$ cat src/rtl/keypad_scan.sv
// 4x4 matrix keypad scanner: column strobing, row synchronization,
// whole-scan classification and press/release debouncing.
module keypad_scan #(
    parameter int COL_DWELL      = 100000,
    parameter int DEBOUNCE_SCANS = 4
) (
    input  logic       clk,
    input  logic       rst,
    output logic [3:0] col,
    input  logic [3:0] row,
    output logic [3:0] key_code,
    output logic       key_valid,
    output logic       key_held
);

    localparam int DW = (COL_DWELL > 2) ? $clog2(COL_DWELL) : 1;
    localparam int CW = $clog2(DEBOUNCE_SCANS + 1);
    localparam logic [DW-1:0] DWELL_LAST = DW'(COL_DWELL - 1);
    localparam logic [CW-1:0] CNT_MAX = CW'(DEBOUNCE_SCANS);

    logic [3:0]    rowMeta;
    logic [3:0]    rowSync;
    logic [1:0]    colIdx;
    logic [DW-1:0] dwellCnt;
    logic [1:0]    scanLow;
    logic [3:0]    scanCode;
    logic [CW-1:0] pressCnt;
    logic [CW-1:0] releaseCnt;
    logic [3:0]    candidate;

    logic          sampleNow;
    logic          scanDone;
    logic [3:0]    lowBits;
    logic [2:0]    colLow;
    logic [1:0]    rowIdx;
    logic [3:0]    colCode;
    logic [2:0]    totalLow;
    logic [3:0]    newCode;
    logic [CW-1:0] pressNext;
    logic [CW-1:0] releaseNext;

    function automatic logic [3:0] keyMap(input logic [1:0] c,
                                          input logic [1:0] r);
        logic [3:0] k;
        k = 4'h0;
        case ({c, r})
            4'b00_00: k = 4'h1;
            4'b00_01: k = 4'h4;
            4'b00_10: k = 4'h7;
            4'b00_11: k = 4'h0;
            4'b01_00: k = 4'h2;
            4'b01_01: k = 4'h5;
            4'b01_10: k = 4'h8;
            4'b01_11: k = 4'hF;
            4'b10_00: k = 4'h3;
            4'b10_01: k = 4'h6;
            4'b10_10: k = 4'h9;
            4'b10_11: k = 4'hE;
            4'b11_00: k = 4'hA;
            4'b11_01: k = 4'hB;
            4'b11_10: k = 4'hC;
            default:  k = 4'hD;
        endcase
        return k;
    endfunction

    assign col       = ~(4'b0001 << colIdx);
    assign sampleNow = (dwellCnt == DWELL_LAST);
    assign scanDone  = sampleNow && (colIdx == 2'd3);
    assign lowBits   = ~rowSync;
    assign colLow    = {2'b0, lowBits[0]} + {2'b0, lowBits[1]}
                     + {2'b0, lowBits[2]} + {2'b0, lowBits[3]};
    assign totalLow  = {1'b0, scanLow} + colLow;

    always_comb begin
        rowIdx = 2'd0;
        unique case (lowBits)
            4'b0010: rowIdx = 2'd1;
            4'b0100: rowIdx = 2'd2;
            4'b1000: rowIdx = 2'd3;
            default: rowIdx = 2'd0;
        endcase
    end

    assign colCode     = keyMap(colIdx, rowIdx);
    assign newCode     = (colLow == 3'd1) ? colCode : scanCode;
    assign pressNext   = (pressCnt == CNT_MAX) ? pressCnt : pressCnt + 1'b1;
    assign releaseNext = (releaseCnt == CNT_MAX) ? releaseCnt
                                                 : releaseCnt + 1'b1;

    always_ff @(posedge clk) begin
        if (rst) begin
            rowMeta    <= 4'hF;
            rowSync    <= 4'hF;
            colIdx     <= 2'd0;
            dwellCnt   <= '0;
            scanLow    <= 2'd0;
            scanCode   <= 4'h0;
            pressCnt   <= '0;
            releaseCnt <= '0;
            candidate  <= 4'h0;
            key_code   <= 4'h0;
            key_valid  <= 1'b0;
            key_held   <= 1'b0;
        end else begin
            rowMeta   <= row;
            rowSync   <= rowMeta;
            key_valid <= 1'b0;

            if (!key_held && pressCnt == CNT_MAX) begin
                key_valid <= 1'b1;
                key_held  <= 1'b1;
                key_code  <= candidate;
            end else if (key_held && releaseCnt == CNT_MAX) begin
                key_held <= 1'b0;
            end

            if (sampleNow) begin
                dwellCnt <= '0;
                colIdx   <= colIdx + 2'd1;
                if (scanDone) begin
                    scanLow  <= 2'd0;
                    scanCode <= 4'h0;
                    if (totalLow == 3'd0) begin
                        releaseCnt <= releaseNext;
                        pressCnt   <= '0;
                    end else if (totalLow == 3'd1) begin
                        if (newCode == candidate) begin
                            pressCnt <= pressNext;
                        end else begin
                            candidate <= newCode;
                            pressCnt  <= CW'(1);
                        end
                        releaseCnt <= '0;
                    end else begin
                        // MULTI: forget progress, keep candidate
                        pressCnt   <= '0;
                        releaseCnt <= '0;
                    end
                end else begin
                    scanLow  <= (totalLow >= 3'd2) ? 2'd2 : totalLow[1:0];
                    scanCode <= newCode;
                end
            end else begin
                dwellCnt <= dwellCnt + 1'b1;
            end
        end
    end

endmodule
$ cat config.mk
export PLATFORM = sky130hd
export DESIGN_NAME = keypad_scan
export DESIGN_NICKNAME = d
export VERILOG_FILES = /design/src/rtl/keypad_scan.sv
export SDC_FILE = /design/constraint.sdc
export NUM_CORES = 1
export LEC_CHECK = 0
export CAP_MARGIN = 25
export CORE_MARGIN = 3
export CORE_UTILIZATION = 36
export DETAILED_ROUTE_END_ITERATION = 12
export HOLD_SLACK_MARGIN = 0.08
export PLACE_DENSITY = 0.61
export REMOVE_ABC_BUFFERS = 1
export SETUP_SLACK_MARGIN = 0.4
export SLEW_MARGIN = 15
export SYNTH_ARGS = -nofsm -noshare
export SYNTH_HDL_FRONTEND = slang
export SYNTH_SLANG_ARGS = --single-unit
export TNS_END_PERCENT = 100
$ cat constraint.sdc
create_clock -name clk -period 10.6 [get_ports clk]
set_clock_uncertainty 0.15 [all_clocks]
set_input_delay 1.59 -clock clk [delete_from_list [all_inputs] [get_ports clk]]
set_output_delay 1.59 -clock clk [all_outputs]
set_load 0.01 [all_outputs]
==> run metrics <==
status finished clean; cell taking the most area after synthesis dfxtp_1; H-tree depth 2; Inst Count DP 407; Syn-to-layout area delta 12.6%; CTS tree yes; worst endpoint required time 8.86 ns; clock-pin slew on the worst setup and hold paths 0.09 ns; post-layout min period 3.85 ns; hold buffer count at CTS 0; total power 0.358 mW; critical path capture point col[0]; Seq. cell area 981 um2; post-CTS setup buffers 0; routed vias/inst 5.04; final period utilization 36.3%; Die Footprint 0.00847 mm2; gr usage total 13.1%; leakage 1.13 nW; Cells after Synth 308; First-pass DRT Iterations 4; Syn Area/Cell 8.65 um2; worst slew pin tran 0.690 ns; Max Fclk 0.260 GHz; Crit. Startpoint colIdx[0]; nets@finish 342; initial antenna violation count 0; fin util 43.0%; top_reg_cell synth dfxtp_1; cts repair resizes 0; # DRC 0; Clock Path Buffers 2; WL final 5.16 mm; register bit total from synthesis 49; Post-synth EDFFs 0; final setup fails 0; Die Width 92.0 um; Critical R2R Capture candidate[0]; Metal-1 WL 2.50 mm; Starting DRT DRC Count 89; uppermost routed layer met4; PD cells 119 mW/mm2; vias post-DR 2091; filler instances 709; sum of negative setup slack 0 ns; post-synth cell types 56; vias in the first global route 2017; Num Clock Sinks 49; ys async rst share 0%; worst vdd ir 0.0479 mV; core footprint 0.00698 mm2; Starting Density 38.2%; diodes inserted 0; GPL Wtd Cong 0.768; CTS Root Buffer Type clkbuf_8; Reg2Reg Setup Slack 6.81 ns; WL met2 2.35 mm; headroom to the max-slew limit 53.6%; worst skew pair latency 0.31 ns; hold crit path type register to register; Num CTS Buffers 5; Post-Place Setup Slack 6.83 ns; number of I/O pins 16; worst r2r path cells 11; met3 routed WL 237 um; Chip Height 92.0 um; HPWL after detailed placement 3.83 mm; RSZ-0062 raised after global routing no; Ys Warns 0; WL/cell 12.4 um; worst setup margin 6.75 ns; Final Max Slew Viols 0; CP Class register to output port; WP data arrival 2.11 ns; share of cells above drive strength 1 9.40%; port buffer count 15; GR Overflow Total 0; Post-Layout Cell Count 415; Max Cap Viol 0; Mapped Area 0.00267 mm2; r2r startpoint rowSync[0]; Rows 30; Worst Path Max Fanout 18; post-synthesis sequential area ratio 36.8%; largest net degree at the start of global routing 29; endpoint class of the critical path output port; Antenna Nets Post-Route 0; Hold Vio Cnt, Final 0; first-pass GRT wire length 9.21 mm; Yosys top cell area share 36.8%; Setup crit start kind register; Multi-input gate area 0.00154 mm2; largest cells by area after synthesis dfxtp_1 37%, ha_1 7.5%, nor2_1 5.4%, nand2_1 4.5%, a21oi_1 3.4%
==> routing by layer <==
layer	track usage (%)	vias to the layer above
li1	-	1075
met1	16.6	972
met2	21.3	36
met3	3.61	8
met4	4.46	0
met5	0	-
==> logic make-up (layout without fill, tap and decap cells) <==
logic type	count (synthesis)	count (layout)	synth area share, %
simple gates	120	120	22.3
xor+xnor	19	19	6.24
fa+ha+maj	18	18	9.01
buf+inv	36	47	5.40
mux	10	10	4.04
compound gates	56	56	16.2
flops	49	49	36.8
==> metrics by stage <==
step	instance area, um2	hold slack [ns]
finish	3000	0.263
global route	3000	0.277
CTS	3000	0.265
detailed placement	2890	0.242
global placement	2890	0.241
floorplan	2610	0.239
==> worst min-delay path by stage <==
stage                    start          to  slack, ns  cells past startpoint
global route        rowMeta[1]  rowSync[1]       0.28                      1
floorplan           rowMeta[0]  rowSync[0]       0.24                      1
finish              rowMeta[0]  rowSync[0]       0.26                      1
global placement    rowMeta[2]  rowSync[2]       0.24                      1
CTS                 rowMeta[0]  rowSync[0]       0.27                      1
detailed placement  rowMeta[0]  rowSync[0]       0.24                      1
==> report_power, final <==
group          leakage [nW]  total [mW]  internal, mW  switching [mW]
Combinational         0.683      0.0348        0.0132          0.0216
Clock                0.0543       0.136        0.0707          0.0649
Sequential            0.397       0.188         0.186         0.00155
==> registers in the layout, indices dropped and copies added (netlist names) <==
| register | flops |
|---|---|
| key_code | 4 |
| releaseCnt | 3 |
| scanLow | 2 |
| rowMeta | 4 |
| key_valid | 1 |
| candidate | 4 |
| pressCnt | 3 |
| rowSync | 4 |
| colIdx | 2 |
| scanCode | 4 |
| key_held | 1 |
| dwellCnt | 17 |
==> synthesized netlist by cell type, types with 4 or more instances <==
library cell  count
buf_2             4
or2_2             9
nor2_1           38
clkbuf_1          7
nand3_1           7
and3_1            6
xnor2_1          10
xor2_1            9
nand4_1           7
or3_1             4
o31ai_1           5
a21oi_1          18
dfxtp_1          49
mux2i_1           7
nand2_1          32
inv_1            23
ha_1             16
o21ai_0           9
==> layout by cell type (no fill, tap or decap), drive strengths merged, types with 3 or more instances in the layout <==
cell,netlist,routed
nand2,33,33
a21oi,18,18
a211oi,3,3
dfxtp,49,49
o31ai,5,5
mux2i,7,7
ha,16,16
o21ai,11,11
xnor2,10,10
xor2,9,9
clkbuf,7,5
mux2,3,3
inv,23,23
nand4,7,7
nor2b,3,3
nor4,3,3
nor2,38,38
and3,6,6
or3,4,4
clkdlybuf4s50,0,15
or2,10,10
nand3,7,7
==> final cells by class <==
type	count	share of cell area, %
Inverter	23	2.88
Tap cell	96	4.00
Clock inverter	3	1.54
Timing Repair Buffer	16	5.25
Multi-Input combinational cell	223	51.3
Sequential cell	49	32.7
Clock buffer	5	2.29
==> worst max-delay path: stages, from the launching register on <==
cell and delay, ns:
dfxtp_1 0.70, inv_1 0.26, ha_1 0.26, inv_1 0.05, clkdlybuf4s50_1 0.53
No activity file was read; power rests on OpenSTA's default activity.
